### config.mk
export PLATFORM = sky130hd
export DESIGN_NAME = alu_issue_unit
export DESIGN_NICKNAME = d
export VERILOG_FILES = /design/src/rtl/alu_issue_unit_pkg.sv /design/src/rtl/alu_issue_unit_func_decoder.sv /design/src/rtl/alu_issue_unit.sv
export SDC_FILE = /design/constraint.sdc
export NUM_CORES = 1
export LEC_CHECK = 0
export ABC_AREA = 1
export BUFFER_PORTS_ARGS = -buffer_cell sky130_fd_sc_hd__buf_2
export CAP_MARGIN = 10
export CORE_ASPECT_RATIO = 0.8
export CORE_MARGIN = 3
export CORE_UTILIZATION = 34
export CTS_BUF_LIST = sky130_fd_sc_hd__clkbuf_16
export DETAILED_ROUTE_END_ITERATION = 10
export PLACE_DENSITY = 0.71
export SYNTH_ARGS = -nofsm -noshare
export SYNTH_HDL_FRONTEND = slang
export SYNTH_SLANG_ARGS = --single-unit
### constraint.sdc
create_clock -name clk -period 5.82 [get_ports clk]
set_input_delay 0.582 -clock clk [delete_from_list [all_inputs] [get_ports clk]]
set_output_delay 0.582 -clock clk [all_outputs]
set_load 0.01 [all_outputs]
### src/rtl/alu_issue_unit_pkg.sv
// Shared definitions for the ALU issue path: operation codes, request types,
// issue FSM states and branch-condition selects.
package alu_issue_unit_pkg;

    typedef enum logic [3:0] {
        ALU_AND  = 4'b0000,
        ALU_OR   = 4'b0001,
        ALU_ADD  = 4'b0010,
        ALU_XOR  = 4'b0011,
        ALU_SLL  = 4'b0100,
        ALU_SRL  = 4'b0101,
        ALU_SUB  = 4'b0110,
        ALU_SLT  = 4'b0111,
        ALU_SRA  = 4'b1000,
        ALU_SLTU = 4'b1001,
        ALU_NOR  = 4'b1100
    } alu_op_e;

    typedef enum logic [1:0] {
        OPT_MEM    = 2'b00,
        OPT_BRANCH = 2'b01,
        OPT_RTYPE  = 2'b10,
        OPT_ITYPE  = 2'b11
    } alu_op_type_e;

    typedef enum logic [1:0] {
        ST_IDLE = 2'b00,
        ST_EXEC = 2'b01,
        ST_DONE = 2'b10
    } state_e;

    typedef enum logic [2:0] {
        BR_NONE = 3'd0,
        BR_EQ   = 3'd1,
        BR_NE   = 3'd2,
        BR_LT   = 3'd3,
        BR_GE   = 3'd4
    } br_sel_e;

    // LT/GE cover both signed and unsigned compares: the ALU's SLT/SLTU
    // result lands in bit 0.
    function automatic logic branch_eval(input br_sel_e sel, input logic zr, input logic lsb);
        case (sel)
            BR_EQ:   branch_eval = zr;
            BR_NE:   branch_eval = !zr;
            BR_LT:   branch_eval = lsb;
            BR_GE:   branch_eval = !lsb;
            default: branch_eval = 1'b0;
        endcase
    endfunction

endpackage

### src/rtl/alu_issue_unit_func_decoder.sv
// Combinational decode of (op type, funct3, funct7 bit 5) into the ALU
// operation code, an illegal flag and the branch-condition select.
module alu_func_decoder
    import alu_issue_unit_pkg::*;
(
    input  logic [1:0] alu_op_type,
    input  logic [2:0] funct3,
    input  logic       funct7_5,
    output logic [3:0] alu_operation,
    output logic       illegal,
    output br_sel_e    br_sel
);

    alu_op_e op;
    logic    is_itype;

    assign alu_operation = op;
    assign is_itype      = (alu_op_type == OPT_ITYPE);

    always_comb begin
        op      = ALU_AND;
        illegal = 1'b0;
        br_sel  = BR_NONE;
        case (alu_op_type_e'(alu_op_type))
            OPT_MEM: op = ALU_ADD;
            OPT_BRANCH: begin
                case (funct3)
                    3'b000:  begin op = ALU_SUB;  br_sel = BR_EQ; end
                    3'b001:  begin op = ALU_SUB;  br_sel = BR_NE; end
                    3'b100:  begin op = ALU_SLT;  br_sel = BR_LT; end
                    3'b101:  begin op = ALU_SLT;  br_sel = BR_GE; end
                    3'b110:  begin op = ALU_SLTU; br_sel = BR_LT; end
                    3'b111:  begin op = ALU_SLTU; br_sel = BR_GE; end
                    default: illegal = 1'b1;
                endcase
            end
            default: begin
                // R-type and I-type share the table; I-type ignores funct7_5
                // everywhere except the shift-right pair.
                case (funct3)
                    3'b000:  op = (funct7_5 && !is_itype) ? ALU_SUB : ALU_ADD;
                    3'b001:  op = ALU_SLL;
                    3'b010:  op = ALU_SLT;
                    3'b011:  op = ALU_SLTU;
                    3'b100:  op = ALU_XOR;
                    3'b101:  op = funct7_5 ? ALU_SRA : ALU_SRL;
                    3'b110:  op = ALU_OR;
                    default: op = ALU_AND;
                endcase
                if (!is_itype && funct7_5 && funct3 != 3'b000 && funct3 != 3'b101) begin
                    illegal = 1'b1;
                    op      = ALU_AND;
                end
            end
        endcase
        if (illegal) begin
            br_sel = BR_NONE;
        end
    end

endmodule

### src/rtl/alu_issue_unit.sv
// Issue side of the ALU: takes a decoded request, drives the combinational
// ALU for one cycle, captures its result and returns it with a branch verdict.
module alu_issue_unit
    import alu_issue_unit_pkg::*;
#(
    parameter int unsigned XLEN = 32
) (
    input  logic            clk,
    input  logic            reset,
    input  logic            in_valid,
    output logic            in_ready,
    input  logic [1:0]      alu_op_type,
    input  logic [2:0]      funct3,
    input  logic            funct7_5,
    input  logic [XLEN-1:0] op_a,
    input  logic [XLEN-1:0] op_b,
    output logic [3:0]      alu_operation,
    output logic [XLEN-1:0] alu_in_x,
    output logic [XLEN-1:0] alu_in_y,
    input  logic [XLEN-1:0] alu_out_s,
    input  logic            alu_zr,
    output logic            out_valid,
    input  logic            out_ready,
    output logic [XLEN-1:0] result,
    output logic            branch_taken,
    output logic            illegal
);

    state_e          state_q, state_d;
    logic            in_ready_q, in_ready_d;
    logic            out_valid_q, out_valid_d;
    logic [3:0]      alu_operation_q, alu_operation_d;
    logic [XLEN-1:0] alu_in_x_q, alu_in_x_d;
    logic [XLEN-1:0] alu_in_y_q, alu_in_y_d;
    logic [XLEN-1:0] result_q, result_d;
    logic            branch_taken_q, branch_taken_d;
    logic            illegal_q, illegal_d;
    br_sel_e         br_sel_q, br_sel_d;

    logic [3:0]      dec_operation;
    logic            dec_illegal;
    br_sel_e         dec_br_sel;

    alu_func_decoder u_decoder (
        .alu_op_type   (alu_op_type),
        .funct3        (funct3),
        .funct7_5      (funct7_5),
        .alu_operation (dec_operation),
        .illegal       (dec_illegal),
        .br_sel        (dec_br_sel)
    );

    always_comb begin
        state_d         = state_q;
        in_ready_d      = in_ready_q;
        out_valid_d     = out_valid_q;
        alu_operation_d = alu_operation_q;
        alu_in_x_d      = alu_in_x_q;
        alu_in_y_d      = alu_in_y_q;
        result_d        = result_q;
        branch_taken_d  = branch_taken_q;
        illegal_d       = illegal_q;
        br_sel_d        = br_sel_q;
        case (state_q)
            ST_IDLE: begin
                if (in_valid) begin
                    alu_operation_d = dec_operation;
                    alu_in_x_d      = op_a;
                    alu_in_y_d      = op_b;
                    illegal_d       = dec_illegal;
                    br_sel_d        = dec_br_sel;
                    in_ready_d      = 1'b0;
                    state_d         = ST_EXEC;
                end
            end
            ST_EXEC: begin
                // Illegal requests still complete, but report a neutral result.
                result_d       = illegal_q ? '0 : alu_out_s;
                branch_taken_d = illegal_q ? 1'b0 : branch_eval(br_sel_q, alu_zr, alu_out_s[0]);
                out_valid_d    = 1'b1;
                state_d        = ST_DONE;
            end
            ST_DONE: begin
                if (out_ready) begin
                    out_valid_d = 1'b0;
                    in_ready_d  = 1'b1;
                    state_d     = ST_IDLE;
                end
            end
            default: begin
                out_valid_d = 1'b0;
                in_ready_d  = 1'b1;
                state_d     = ST_IDLE;
            end
        endcase
    end

    always_ff @(posedge clk or posedge reset) begin
        if (reset) begin
            state_q         <= ST_IDLE;
            in_ready_q      <= 1'b1;
            out_valid_q     <= 1'b0;
            alu_operation_q <= '0;
            alu_in_x_q      <= '0;
            alu_in_y_q      <= '0;
            result_q        <= '0;
            branch_taken_q  <= 1'b0;
            illegal_q       <= 1'b0;
            br_sel_q        <= BR_NONE;
        end else begin
            state_q         <= state_d;
            in_ready_q      <= in_ready_d;
            out_valid_q     <= out_valid_d;
            alu_operation_q <= alu_operation_d;
            alu_in_x_q      <= alu_in_x_d;
            alu_in_y_q      <= alu_in_y_d;
            result_q        <= result_d;
            branch_taken_q  <= branch_taken_d;
            illegal_q       <= illegal_d;
            br_sel_q        <= br_sel_d;
        end
    end

    assign in_ready      = in_ready_q;
    assign out_valid     = out_valid_q;
    assign alu_operation = alu_operation_q;
    assign alu_in_x      = alu_in_x_q;
    assign alu_in_y      = alu_in_y_q;
    assign result        = result_q;
    assign branch_taken  = branch_taken_q;
    assign illegal       = illegal_q;

endmodule

==> reports/metrics.cfg <==
[synth]
syn-num-nets = 555
ys_types = 24
ys_seq_area_share_pct = 62.5
synth_top_cells_by_area = dfrtp_1 (62%), nand2_1 (19%), a22o_1 (6.4%)
yosysWarnings = 0
syn_avg_cell_area_um2 = 9.74
ys_ff_latch = 109
synthesis.area_um2 = 4360
netlist.area_leader.share_pct = 61.9
synth_top_area_cell = dfrtp_1
synthCells = 448

[global_routing]
gr-total-overflow = 0
antenna_found_initial = 0
grt_pass1_vias = 3692
grt_pass1_wl_um = 18000
grt_max_degree = 73
grt_usage_pct = 15.5

[sta]
max-slew-margin-rel_pct = 40.3
fin_worst_skew_ps = 5.97
finalHoldViolations = 0
worstMarginPinSlew_ps = 895
setup_viol = 0
slew_violations = 0
fmax_ghz = 0.516
final.min_clock_period_ps = 1940
min_period_over_period_pct = 33.3
rsz0062_at_grt = no
whs_ps = 324
tns_ps = 0

[cts]
cts_resized = 0
clk_root_buffer_cell = clkbuf_16
cts_buffers = 9
clockBufferDepth = 2
worstSkewPairLatency_ps = 340
cts_tree = yes
cts.sinks = 109
cts.clk_slew.worst_paths_ps = 70
postCtsSetupRepairBufs = 0
hold_buffers = 0
htree_levels = 3

[cells_and_area]
postLayoutCellArea_um2 = 5730
area_delta_synth_final_pct = 31.3
layout-drive-gt1-share_pct = 36.3
final_common_cell = nand2_1
multi_input_area_um2 = 1410
nets = 754
num-fill-cells = 1243
seqCellArea_um2 = 2730
antenna_cells = 0
final_cell_mix = nand2_1 (226), buf_2 (210), dfrtp_1 (108), a22o_1 (32), inv_1 (10)

[floorplanning]
die_h_um = 107
core_area_um2 = 12300
die_area_um2 = 14200
rows = 36
die_x_um = 133
start_util_pct = 35.4
num_io_pins = 211

[placement]
io_buffers = 210
dp.final_hpwl_um = 7800
place_area_um2 = 5460
gp_congestion = 0.839

[worst_setup_path]
cp-end-kind = register
cp_max_fo = 71
worst-setup-path-type = reg -> reg
r2r.worst_path.cells = 5
required_ps = 6080
startpoint_type = register
critPathArrivalTime_ps = 2200

[pwr]
peakVddDrop_mv = 0.184
p_per_area_nw_per_um2 = 531
leakage_uw = 0.00328

[drt]
route.detailed.drc = 0
detail_route.wirelength_um = 11000
vias = 3727
ant_nets = 0
wire_per_inst_um = 13.4
drt_pass1_iterations = 4
first_iter_violations = 214
viasPerCell = 4.53

[job]
maxCapViolCount = 0

[worst_hold_path]
min_path_type = in -> async

[status]
status = complete, no violations

## cell type report
class                           count  area share (%)
Clock buffer                        9            3.93
Multi-Input combinational cell    303            24.6
Sequential cell                   109            47.6
Inverter                           13           0.895
Timing Repair Buffer              211            18.5
Clock inverter                      7           0.742
Tap cell                          171            3.73
## synthesized netlist by cell type
| cell | n |
|---|---|
| a31oi_1 | 1 |
| or2_2 | 1 |
| dfstp_2 | 1 |
| nand2_4 | 2 |
| buf_6 | 7 |
| nor2_8 | 2 |
| o21ai_1 | 1 |
| a22o_1 | 32 |
| buf_2 | 9 |
| nand2_1 | 226 |
| inv_1 | 10 |
| o22ai_1 | 1 |
| dfrtp_1 | 108 |
| nor2_2 | 1 |
| nand3_4 | 1 |
| o21ai_0 | 7 |
| buf_4 | 7 |
| nor2_1 | 9 |
| o21bai_1 | 1 |
| o211ai_1 | 1 |
| inv_2 | 3 |
| nand4_1 | 2 |
| nand3_1 | 9 |
| a21oi_1 | 6 |
## worst max-delay path, cell delays in order (launching register included)
cell	delay, ps
dfrtp_1	390
inv_2	140
nand3_4	560
nor2_1	430
nand3_1	130
o21bai_1	150
## metal layers
metal | up-vias | share of wire [%] | wire (µm) | track usage, %
met5 | - | 0 | 0 | 0
met4 | 0 | 1.6 | 180 | 5.12
met3 | 18 | 7.9 | 869 | 4.81
met2 | 163 | 46 | 5060 | 24.5
met1 | 1720 | 45 | 4910 | 20.5
li1 | 1826 | - | - | -
## cell families (layout without fill, tap and decap cells)
logic type / count (synthesis) / after routing / share of synthesized area, %
AO/OA/AOI/OAI: 50 / 50 / 8.66
AND/OR/NAND/NOR: 253 / 253 / 23.7
buffers and inverters: 36 / 240 / 5.16
flip-flops: 109 / 109 / 62.5
## sequential cells by signal, summed over array words and instances, names as in the netlist, 2 cells and up
signal / count
br_sel_q: 3
result: 32
alu_in_y: 32
alu_in_x: 32
state_q: 2
alu_operation: 4
## power by group
part           switching (µW)  internal (µW)  total [µW]
clock                     263            288         551
combinational             697            492        1190
sequential                193           1110        1300
## through the flow
stage | total power [µW] | instances | worst slack [ps] | util, %
2_1_floorplan | 2040 | 448 | 2370 | -
3_3_place_gp | 2480 | 807 | 3780 | 44.3
3_5_place_dp | 2520 | 807 | 3700 | 44.3
4_1_cts | 3090 | 823 | 3880 | 46.4
5_1_grt | 3280 | 823 | 3640 | 46.4
6_report | 3040 | 823 | 3880 | 46.4
## worst paths after layout
| check | slack [ps] | to | from |
|---|---|---|---|
| setup / recovery | 3880 | alu_operation[2] | state_q[1] |
| hold / removal | 320 | alu_in_y[15] | reset |
| setup reg to reg | 3880 | alu_operation[2] | state_q[1] |
| hold reg to reg | 470 | alu_in_x[11] | alu_in_x[11] |
| max in group asynchronous | 4320 | result[18] | reset |
| min in group clk | 430 | alu_in_y[31] | op_b[31] |
(Power assumes the default switching activity.)
